==> config.mk <==
export PLATFORM = sky130hd
export DESIGN_NAME = link_monitor
export DESIGN_NICKNAME = d
export VERILOG_FILES = /design/src/rtl/link_monitor.sv
export SDC_FILE = /design/constraint.sdc
export NUM_CORES = 1
export LEC_CHECK = 0
export ABC_AREA = 0
export CORE_ASPECT_RATIO = 0.75
export CORE_MARGIN = 3
export CORE_UTILIZATION = 34
export DETAILED_ROUTE_END_ITERATION = 16
export PLACE_DENSITY = 0.57
export SETUP_SLACK_MARGIN = 0.02
export SLEW_MARGIN = 20
export SYNTH_ARGS = -nofsm -noshare
export SYNTH_HDL_FRONTEND = slang
export SYNTH_SLANG_ARGS = --single-unit
==> constraint.sdc <==
create_clock -name i_clk -period 2.6 [get_ports i_clk]
set_clock_uncertainty 0.15 [all_clocks]
set_input_delay 0.78 -clock i_clk [delete_from_list [all_inputs] [get_ports i_clk]]
set_output_delay 0.78 -clock i_clk [all_outputs]
set_load 0.005 [all_outputs]
==> src/rtl/link_monitor.sv <==
// Link health monitor for a decoded 8b10b symbol stream.
// It tracks the lock state, the windowed error rate, symbol timeouts and the error totals.
module link_monitor #(
  parameter int CLK_RATE_HZ = 60_000_000,
  parameter int TIMEOUT_US  = 100,
  parameter int LOCK_COUNT  = 64,
  parameter int WINDOW_SYMS = 1024,
  parameter int ERR_THRESH  = 8
) (
  input  logic        i_clk,
  input  logic        i_reset,
  input  logic        i_valid,
  input  logic [2:0]  i_error,
  input  logic        i_clear,
  output logic [1:0]  o_state,
  output logic        o_link_up,
  output logic [15:0] o_err_count,
  output logic [2:0]  o_err_sticky,
  output logic        o_event_valid,
  output logic [7:0]  o_event
);
  localparam int TIMEOUT_CLKS = (CLK_RATE_HZ / 1_000_000) * TIMEOUT_US;
  localparam int TW = $clog2(TIMEOUT_CLKS + 1);
  localparam int CW = $clog2(LOCK_COUNT + 2);
  localparam int SW = $clog2(WINDOW_SYMS + 1);
  localparam int EW = $clog2(ERR_THRESH + 1);
  localparam logic [TW-1:0] TMO_LAST = TW'(TIMEOUT_CLKS - 1);
  localparam logic [CW-1:0] LOCK_C   = CW'(LOCK_COUNT);
  localparam logic [SW-1:0] WIN_C    = SW'(WINDOW_SYMS);
  localparam logic [EW-1:0] ERR_C    = EW'(ERR_THRESH);

  typedef enum logic [1:0] {DOWN = 2'd0, ACQUIRE = 2'd1, UP = 2'd2, DEGRADED = 2'd3} state_t;

  state_t        st, st_nx;
  logic [TW-1:0] tmr;
  logic [CW-1:0] clean_cnt, clean_inc, clean_nx;
  logic [SW-1:0] win_syms, syms_inc, syms_nx;
  logic [EW-1:0] win_errs, errs_inc, errs_nx;
  logic [2:0]    sticky_nx;
  logic          err, expire, tflag;

  assign o_state = st;

  always_comb begin
    err       = i_valid && (i_error != 3'b000);
    expire    = (st != DOWN) && !i_valid && (tmr == TMO_LAST);
    sticky_nx = i_clear ? (i_valid ? i_error : 3'b000)
                        : (i_valid ? (o_err_sticky | i_error) : o_err_sticky);
    clean_inc = clean_cnt + 1'b1;
    syms_inc  = win_syms + 1'b1;
    errs_inc  = (err && win_errs != ERR_C) ? win_errs + 1'b1 : win_errs;
    st_nx     = st;
    clean_nx  = clean_cnt;
    syms_nx   = win_syms;
    errs_nx   = win_errs;
    tflag     = 1'b0;
    if (expire) begin
      st_nx    = DOWN;
      clean_nx = '0;
      syms_nx  = '0;
      errs_nx  = '0;
      tflag    = 1'b1;
    end else if (i_valid) begin
      case (st)
        DOWN: if (!err) begin
          st_nx    = ACQUIRE;
          clean_nx = CW'(1);
        end
        ACQUIRE: if (err) begin
          st_nx    = DOWN;
          clean_nx = '0;
        end else if (clean_inc >= LOCK_C) begin
          st_nx    = UP;
          clean_nx = '0;
          syms_nx  = '0;
          errs_nx  = '0;
        end else begin
          clean_nx = clean_inc;
        end
        default: begin
          // Hitting the error threshold wins over a window that completes on the same symbol
          if (err && errs_inc >= ERR_C) begin
            st_nx   = DOWN;
            syms_nx = '0;
            errs_nx = '0;
          end else if (syms_inc >= WIN_C) begin
            syms_nx = '0;
            errs_nx = '0;
            st_nx   = (st == UP && err) ? DEGRADED : UP;
          end else begin
            syms_nx = syms_inc;
            errs_nx = errs_inc;
            if (err) st_nx = DEGRADED;
          end
        end
      endcase
    end
  end

  always_ff @(posedge i_clk or posedge i_reset) begin
    if (i_reset) begin
      st            <= DOWN;
      tmr           <= '0;
      clean_cnt     <= '0;
      win_syms      <= '0;
      win_errs      <= '0;
      o_link_up     <= 1'b0;
      o_err_count   <= '0;
      o_err_sticky  <= '0;
      o_event_valid <= 1'b0;
      o_event       <= '0;
    end else begin
      st           <= st_nx;
      clean_cnt    <= clean_nx;
      win_syms     <= syms_nx;
      win_errs     <= errs_nx;
      o_link_up    <= st_nx[1];
      o_err_sticky <= sticky_nx;
      // The timer only runs while there is a link to lose
      if (i_valid || st == DOWN || expire) tmr <= '0;
      else                                  tmr <= tmr + 1'b1;
      if (i_clear)                            o_err_count <= {15'd0, err};
      else if (err && o_err_count != 16'hFFFF) o_err_count <= o_err_count + 16'd1;
      o_event_valid <= (st_nx != st);
      if (st_nx != st) o_event <= {st, st_nx, sticky_nx, tflag};
    end
  end
endmodule

==> flow_summary.json <==
{
  "outcome": "finished clean",
  "hold_class": "reg -> reg",
  "syn_area_per_cell_um2": 9.67,
  "synth_edf_count": 0,
  "syn-instance-count": 350,
  "reg2reg_depth": 7,
  "r2r-end": "o_event[5]$_DFFE_PP0P_",
  "r2r-start": "clean_cnt[0]$_DFFE_PP0P_",
  "die-area_um2": 11200,
  "async_flop_share_pct": 100,
  "grt-ovfl-total": 0,
  "dr.first_iter.drc_count": 275,
  "synth_common_cells": "65 x dfrtp_1, 35 x nor2_1, 29 x nand2_1",
  "rrSetupSlack_ps": 200,
  "die_height_um": 92.4,
  "grt.met3_usage_pct": 4.82,
  "antenna_left": 0,
  "core_um2": 9350,
  "total_power_mw": 2.66,
  "hpwl_um": 5870,
  "cts_tree": "done",
  "syn_to_final_growth_pct": 35.2,
  "clk_latency_ps": 330,
  "synth_area_leaders": "dfrtp_1 48%, nor2_1 3.9%, nand2_1 3.2%, xnor2_1 3.1%, xor2_1 3.1%",
  "fmax_mhz": 413,
  "synth_largest_area_cell": "dfrtp_1",
  "grt_usage_pct": 15.5,
  "antennaDiodeCount": 0,
  "final_area_um2": 4580,
  "antenna_found_initial": 0,
  "postCtsSetupRepairBufs": 0,
  "placed_area_um2": 4220,
  "wl_per_cell_um": 14.7,
  "end_kind": "register",
  "io_buffers": 37,
  "setup_viol": 0,
  "synth.most_common_cell": "dfrtp_1",
  "finalWirelength_um": 8280,
  "cts.path.max_buffers": 2,
  "grt_util_met2_pct": 23.1,
  "utilization_pct": 49.0,
  "min_period_ps": 2420,
  "vdd_drop_max_mv": 0.281,
  "p_per_area_nw_per_um2": 581,
  "clk_pin_slew_ps": 50,
  "clock-sinks": 65,
  "worstPathRequired_ps": 2660,
  "arrival_ps": 2480,
  "rsz0062_at_grt": "false",
  "num_rows": 30,
  "worst_pin_slew_ps": 468,
  "htree_levels": 3,
  "gp_congestion": 0.861,
  "drv_cap": 0,
  "synth_area_um2": 3380,
  "fin_cells": 565,
  "hold_depth": 1,
  "numCtsBuffers": 9,
  "ios": 38,
  "post_synth_num_cell_types": 53,
  "use_met1_pct": 21.2,
  "synth_fp_nets": 363,
  "firstDrtPassIters": 5,
  "cp_max_fo": 6,
  "criticalPathCategory": "in -> reg",
  "fillers": 860,
  "slew_headroom_pct": 68.6,
  "yosysWarnings": 0,
  "start_util_pct": 36.2,
  "synth_top_area_share_pct": 48.1,
  "p_leak_nw": 2.02,
  "report.final.slew_viol_count": 0,
  "startpoint_type": "primary input",
  "ys.flop_type": "dfrtp_1",
  "yosysSeqAreaShare_pct": 48.1,
  "cts_root_buffer": "clkbuf_16",
  "worstHoldEndpoint": "tmr[0]$_DFF_PP0_",
  "hold_buffers": 0,
  "die_width_um": 121,
  "fin_crit_sh_pct": 93.1,
  "ys_ff_latch": 65,
  "drc": 0,
  "hold_start": "tmr[0]$_DFF_PP0_",
  "grt_pass1_wl_um": 14000,
  "placed_cells": 549,
  "grt_max_degree": 55,
  "final_nets": 445,
  "busiest_layer": "met2",
  "viasPerCell": 5.10,
  "vias": 2883,
  "drive_gt1_share_pct": 17.4,
  "grt_pass1_vias": 2898,
  "final-hold-violation-count": 0
}
-- logic make-up (layout without fill, tap and decap cells) --
group | count (synthesis) | in the layout | synth area share [%]
buffers and inverters | 23 | 110 | 2.92
XOR/XNOR | 24 | 24 | 6.21
adder cells (fa/ha/maj) | 6 | 6 | 2.22
flip-flops | 65 | 65 | 48.1
AND/OR/NAND/NOR | 147 | 147 | 22.7
multiplexers | 7 | 7 | 2.81
AO/OA/AOI/OAI | 78 | 78 | 15.1
-- sequential cells by signal, summed over array words and instances, names as in the netlist --
signal         count
o_err_count       16
tmr               13
win_syms          11
o_event            8
clean_cnt          7
win_errs           4
o_err_sticky       3
o_event_valid      1
o_link_up          1
o_state            1
-- final cells by class --
type	count	area, um2	area share, %
repair buffers	81	724	15.8
inverters	13	48.8	1.07
flip-flops and latches	65	1630	35.5
clock inverters	2	60.1	1.31
clock buffers	14	264	5.77
well taps	128	160	3.50
multi-input cells	262	1690	37.0
-- routing by layer --
| metal | routed length, um | vias to the layer above |
|---|---|---|
| li1 | - | 1421 |
| met1 | 4170 | 1409 |
| met2 | 3670 | 46 |
| met3 | 370 | 7 |
| met4 | 72 | 0 |
| met5 | 0 | - |
-- critical path: stages --
cell	delay, ps
dlygate4sd2_1	260
or3_4	430
and3_4	190
o211ai_1	300
nand3_4	180
mux2_4	320
-- where the power goes --
group / total [mW] / leakage, nW / switching, mW / internal, mW
clock: 1.32 / 0.157 / 0.429 / 0.893
sequential: 1.09 / 0.882 / 0.0332 / 1.05
combinational: 0.253 / 0.980 / 0.112 / 0.141
-- worst max-delay path by stage --
stage | from | endpoint | slack [ps]
4_1_cts | i_error[0] | o_event[5]$_DFFE_PP0P_ | 30
3_5_place_dp | i_error[0] | o_event[2]$_DFFE_PP0P_ | -480
2_1_floorplan | i_error[0] | o_event[1]$_DFFE_PP0P_ | -20
5_1_grt | tmr[7]$_DFF_PP0_ | win_syms[6]$_DFFE_PP0P_ | 40
3_3_place_gp | i_error[0] | o_event[7]$_DFFE_PP0P_ | -430
6_report | i_error[1] | o_event[5]$_DFFE_PP0P_ | 180
-- through the flow --
stage	setup WS, ps	hold slack [ps]	TNS, ps
after floorplan	-19.2	305	-96.2
after global placement	-435	323	-12000
after detailed placement	-477	325	-12530
after CTS	34.4	332	0
after global routing	38.4	348	0
final	178	329	0
-- what timing repair did --
action	CTS	global route
setup endpoints to repair	16	14
gates resized for setup	6	4
pin swaps	4	3
-- layout by cell type, fill, tap and decap left out, types with 3 or more instances in the layout --
cell and instances:
dfrtp_1 65, buf_4 42, nor2_1 35, clkdlybuf4s50_1 33
nand2_1 29, a21oi_1 19, nand3_1 16, and3_1 12
xor2_1 12, o21ai_0 12, nand4_1 11, xnor2_1 11
inv_1 11, o21ai_1 11, clkbuf_16 9, a31oi_1 8
nor3_1 8, or3_1 8, ha_1 6, mux2_4 5
and2_1 4, and4_1 4, or2_1 3, o211ai_1 3
o22ai_1 3, o21a_1 3, nand2b_1 3, a21o_1 3
clkbuf_1 3, dlygate4sd2_1 3
(Power assumes the default switching activity.)
